<file path="src/rtl/nibble_serial_adder.sv">
// nibble_serial_adder: WIDTH-bit add/subtract computed one nibble per clock,
// least-significant nibble first, between valid/ready source and sink.
// Optional build macro NIBBLE_SERIAL_ADDER_OVF_EN adds the signed overflow
// output ovf, registered alongside sum/cout.
//
// state | meaning
// IDLE  | waiting for operands, in_ready=1
// RUN   | one nibble add per cycle, NIB cycles total
// DONE  | result held on sum/cout, out_valid=1 until out_ready

module nibble_serial_adder #(
    parameter int WIDTH = 16
) (
    input  logic             clk,
    input  logic             rst_n,
    input  logic             in_valid,
    output logic             in_ready,
    input  logic [WIDTH-1:0] a,
    input  logic [WIDTH-1:0] b,
    input  logic             cin,
    input  logic             sub,
    output logic             out_valid,
    input  logic             out_ready,
    output logic [WIDTH-1:0] sum,
    output logic             cout,
`ifdef NIBBLE_SERIAL_ADDER_OVF_EN
    output logic             ovf,
`endif
    output logic             busy
);

    localparam int NIB = WIDTH / 4;
    localparam int CW  = (NIB > 1) ? $clog2(NIB) : 1;
    localparam logic [CW-1:0] LAST = CW'(NIB - 1);

    generate
        if ((WIDTH % 4) != 0 || WIDTH < 8) begin : g_bad_width
            $error("nibble_serial_adder: WIDTH must be a multiple of 4 and >= 8");
        end
    endgenerate

    typedef enum logic [1:0] {IDLE, RUN, DONE} state_t;

    state_t            state_q, state_d;
    logic [WIDTH-1:0]  a_q, b_q, res_q;
    logic              carry_q;
    logic [CW-1:0]     cnt_q;
    logic [4:0]        step;
    logic [3:0]        low3;
    logic              accept;
    logic              last;

    // One nibble of addition; low3 exposes the carry into the nibble MSB,
    // which on the final step is the carry into the word MSB.
    always_comb begin
        step   = {1'b0, a_q[3:0]} + {1'b0, b_q[3:0]} + {4'b0, carry_q};
        low3   = {1'b0, a_q[2:0]} + {1'b0, b_q[2:0]} + {3'b0, carry_q};
        accept = in_valid && (state_q == IDLE);
        last   = (state_q == RUN) && (cnt_q == LAST);
    end

    // State register.
    always_ff @(posedge clk or negedge rst_n) begin
        if (!rst_n) state_q <= IDLE;
        else        state_q <= state_d;
    end

    // Next-state decode and handshake outputs.
    always_comb begin
        state_d   = state_q;
        in_ready  = 1'b0;
        out_valid = 1'b0;
        busy      = 1'b0;
        case (state_q)
            IDLE: begin
                in_ready = 1'b1;
                if (in_valid) state_d = RUN;
            end
            RUN: begin
                busy = 1'b1;
                if (cnt_q == LAST) state_d = DONE;
            end
            DONE: begin
                busy      = 1'b1;
                out_valid = 1'b1;
                if (out_ready) state_d = IDLE;
            end
            default: state_d = IDLE;
        endcase
    end

    // Operand capture and per-nibble shift datapath; sum/cout only update on
    // the final step so they stay stable outside of a completion.
    always_ff @(posedge clk or negedge rst_n) begin
        if (!rst_n) begin
            a_q     <= '0;
            b_q     <= '0;
            res_q   <= '0;
            carry_q <= 1'b0;
            cnt_q   <= '0;
            sum     <= '0;
            cout    <= 1'b0;
`ifdef NIBBLE_SERIAL_ADDER_OVF_EN
            ovf     <= 1'b0;
`endif
        end else if (accept) begin
            a_q     <= a;
            b_q     <= sub ? ~b : b;
            carry_q <= sub ? 1'b1 : cin;
            cnt_q   <= '0;
        end else if (state_q == RUN) begin
            a_q     <= a_q >> 4;
            b_q     <= b_q >> 4;
            carry_q <= step[4];
            cnt_q   <= cnt_q + CW'(1);
            res_q   <= {step[3:0], res_q[WIDTH-1:4]};
            if (last) begin
                sum  <= {step[3:0], res_q[WIDTH-1:4]};
                cout <= step[4];
`ifdef NIBBLE_SERIAL_ADDER_OVF_EN
                ovf  <= low3[3] ^ step[4];
`endif
            end
        end
    end

`ifndef NIBBLE_SERIAL_ADDER_OVF_EN
    // low3 only feeds the overflow flag; keep it referenced in the base build.
    logic unused_low3;
    assign unused_low3 = ^low3;
`endif

endmodule

</file>
<file path="config.mk">
export PLATFORM = sky130hd
export DESIGN_NAME = nibble_serial_adder
export DESIGN_NICKNAME = d
export VERILOG_FILES = /design/src/rtl/nibble_serial_adder.sv
export SDC_FILE = /design/constraint.sdc
export NUM_CORES = 1
export LEC_CHECK = 0
export ABC_AREA = 1
export CAP_MARGIN = 20
export CORE_MARGIN = 3
export CORE_UTILIZATION = 52
export CTS_CLUSTER_SIZE = 25
export DETAILED_ROUTE_END_ITERATION = 10
export GPL_ROUTABILITY_DRIVEN = 0
export HOLD_SLACK_MARGIN = 0.03
export PLACE_DENSITY = 0.81
export SLEW_MARGIN = 20
export SYNTH_ARGS = -nofsm -noshare
export SYNTH_HDL_FRONTEND = slang
export SYNTH_SLANG_ARGS = --single-unit
</file>
<file path="constraint.sdc">
create_clock -name clk -period 2.2 [get_ports clk]
set_clock_uncertainty 0.05 [all_clocks]
set_input_delay 0.33 -clock clk [delete_from_list [all_inputs] [get_ports clk]]
set_output_delay 0.33 -clock clk [all_outputs]
set_load 0.02 [all_outputs]
</file>
==> metrics.md <==
| Metric | Value |
|---|---|
| Slew Limit Headroom | 0.6856 |
| Outcome | completed |
| Cell family with most CP delay | buffers and inverters |
| FF+latch area | 1652 µm² |
| Synth async-reset ratio | 1.000 |
| CTS tree | yes |
| Die W | 83.37 µm |
| Global route overflow | 0 |
| Area of the multi-input gates | 1209 µm² |
| Final wirelength | 6.567 mm |
| Worst slew pin tran | 470.9 ps |
| Syn Nets | 403 |
| Cell area after synthesis | 3113 µm² |
| Layout cell share with drive strength beyond 1 | 0.08612 |
| Vias in the first global route | 2612 |
| Hold Fails Final Rpt | 0 |
| Crit path time final | 2101 ps |
| Area of the core | 5642 µm² |
| Kind of critical path | flop to output port |
| Final HPWL DP | 4.746 mm |
| Final setup TNS | 0 ps |
| Syn Inst Count | 354 |
| PortBufs | 57 |
| CP Launch Type | flop |
| Area Growth Syn to Fin | 26.49% |
| First-pass GRT wire length | 11.38 mm |
| Sw frac | 0.4042 |
| Clock slew at reported path FFs | 80 ps |
| Post-synth EDFFs | 0 |
| RSZ-0062 raised after global routing | no |
| Power share of the clock group | 0.181 |
| CP max-delay cell | clkdlybuf4s50_1 |
| Residual DRC | 0 |
| Number of buffers created by CTS | 9 |
| Worst hold slack | 343.9 ps |
| Fmax | 475.9 MHz |
| Vias | 2558 |
| Fillcell total | 435 |
| Pwr dens | 1386 nW/µm² |
| Synth top area cells | dfrtp_1 53%, nand2_1 13%, o21ai_0 9.8%, inv_1 4.5%, ha_1 3.6% |
| Clock sink total | 66 |
| Final ANT Viol Nets | 0 |
| I/O pin total | 58 |
| Initial antenna violation count | 0 |
| Setup violators final | 0 |
| Fraction of the yosys area taken by sequential cells | 0.5305 |
| Clk Latency, worst-skew pair | 340 ps |
| HP Class | primary input to asynchronous set/reset pin |
| Avg Synthesized Cell Area | 8.794 µm² |
| Prevailing post-synth register cell | dfrtp_1 |
| Crit path buf inv count | 2 |
| Int Power | 3.253 mW |
| CP required | 1820 ps |
| Crit-path max cell delay | 590 ps |
| Max Root-Sink Buffers | 2 |
| DIE AREA | 6951 µm² |
| Final Slew Violations | 0 |
| Endpoint type of the worst setup path | output port |
| Top post-synthesis cells by count | 105 x nand2_1, 66 x dfrtp_1, 61 x o21ai_0, 37 x inv_1, 13 x nand3_1 |
| Synthesized flop and latch total | 66 |
| Routed len/inst | 13.40 µm |
| Leak | 1.908 nW |
| Initial Util | 0.5518 |
| CTS HTree Levels | 3 |
| Nets | 462 |
| Critical Path, Cell by Cell | inv_1 > ha_1 > clkdlybuf4s50_1 |
| DR vias/cell | 5.220 |
| Pre-Repair DR Iteration Count | 4 |
| Root Buffer | clkbuf_8 |
| Psw | 2.207 mW |
| Ys Warns | 0 |
| Period utilization | 0.9551 |
| Sequential share of power | 0.377 |
| Most common cell in the netlist | nand2_1 |
| Cell variety after synth | 24 |
| Worst Path Arrival | 1720 ps |
| Power share of the combinational group | 0.441 |
| Crit path max fanout | 4 |
| Diodes inserted | 0 |
| Maximum vdd drop | 0.6465 mV |
| Pin count of the biggest net entering global routing | 37 |
| Cell Rows | 27 |
| First DRT Iteration DRCs | 142 |
| Top cell type by total area after synthesis | dfrtp_1 |
| Die Y | 83.37 µm |
| GRT Util Overall | 0.2003 |
| Post-synth top area share | 0.5305 |
| MaxCap Viol Count | 0 |
| Post-CTS Setup Bufs | 0 |
==> cells in the final DEF, fill, tap and decap left out <==
cell type	count
a21oi_1	7
nand2_1	105
a22oi_1	2
o21ai_1	1
clkdlybuf4s50_1	55
inv_2	3
ha_1	9
nand2_4	2
bufinv_16	1
a22o_1	5
o21ai_2	5
xor2_1	5
clkbuf_8	9
nand3_1	13
clkinv_2	3
fa_1	2
clkinv_4	2
dlygate4sd3_1	1
buf_4	6
nand2_2	1
nor2_8	1
buf_2	1
buf_12	1
clkinvlp_4	1
o21ai_0	61
dlymetal6s2s_1	1
nor2_1	9
inv_1	37
o211ai_1	3
dfrtp_1	66
==> routing by layer <==
layer | global-route usage | vias up | routed length (µm)
met1 | 0.2485 | 1235 | 2856
met5 | 0 | - | 0
li1 | - | 1244 | -
met4 | 0.07281 | 0 | 61
met2 | 0.3316 | 73 | 3287
met3 | 0.05952 | 6 | 361
==> cell families (layout without fill, tap and decap cells) <==
logic type / after synthesis / in the layout / share of synthesized area
adder cells (fa/ha/maj): 11 / 11 / 0.04904
AND/OR/NAND/NOR: 131 / 131 / 0.1740
buffers and inverters: 57 / 121 / 0.08119
AO/OA/AOI/OAI: 84 / 84 / 0.1511
flip-flops: 66 / 66 / 0.5305
XOR/XNOR: 5 / 5 / 0.01407
==> path summary, 6_finish.rpt <==
check | startpoint | to | slack, ps | depth (start not counted)
max reg2reg | state_q[1]$_DFFE_PN0P_ | sum[0]$_DFFE_PN0P_ | 270 | 7
min reg2reg | sum[14]$_DFFE_PN0P_ | sum[14]$_DFFE_PN0P_ | 430 | 2
max | state_q[1]$_DFFE_PN0P_ | busy | 100 | 3
min in group clk | sum[14]$_DFFE_PN0P_ | sum[14]$_DFFE_PN0P_ | 430 | 2
max in group asynchronous | rst_n | b_q[14]$_DFFE_PN0P_ | 1170 | 3
min | rst_n | sum[4]$_DFFE_PN0P_ | 340 | 2
==> power groups by stage <==
stage | Combinational, mW | Sequential (mW) | Clock (mW)
floorplan | 1.50 | 2.16 | 0
global placement | 2.31 | 2.06 | 0
detailed placement | 2.42 | 2.08 | 0
CTS | 2.43 | 2.06 | 1.00
global route | 2.73 | 2.12 | 1.07
finish | 2.41 | 2.06 | 0.990
==> repair_timing <==
item,4_1_cts,5_1_grt
setup endpoints to repair,0,1
hold buffers,1,0
resized for setup,0,1
hold endpoints to repair,9,0
==> flip-flops by register name, summed over array words and instances (netlist names) <==
| name | flops |
|---|---|
| a_q | 16 |
| b_q | 16 |
| sum | 16 |
| res_q | 12 |
| cnt_q | 2 |
| state_q | 2 |
| carry_q | 1 |
| cout | 1 |
==> final cells by class <==
type,instances,area share
Multi-Input combinational cell,231,0.3070
Tap cell,72,0.02288
Inverter,40,0.03813
Clock buffer,9,0.03146
Sequential cell,66,0.4194
Timing Repair Buffer,65,0.1633
Clock inverter,7,0.01779
==> stage by stage <==
step / setup slack [ps] / power (mW) / area [µm²] / cells / util
floorplan: 490.8 / 3.662 / 3113 / 354 / -
global placement: 279.4 / 4.367 / 3731 / 473 / 0.6613
detailed placement: 208.3 / 4.501 / 3731 / 473 / 0.6613
CTS: 7.992 / 5.499 / 3935 / 490 / 0.6975
global route: 17.87 / 5.925 / 3938 / 490 / 0.6979
finish: 98.71 / 5.459 / 3938 / 490 / 0.6979
(Power assumes the default switching activity.)
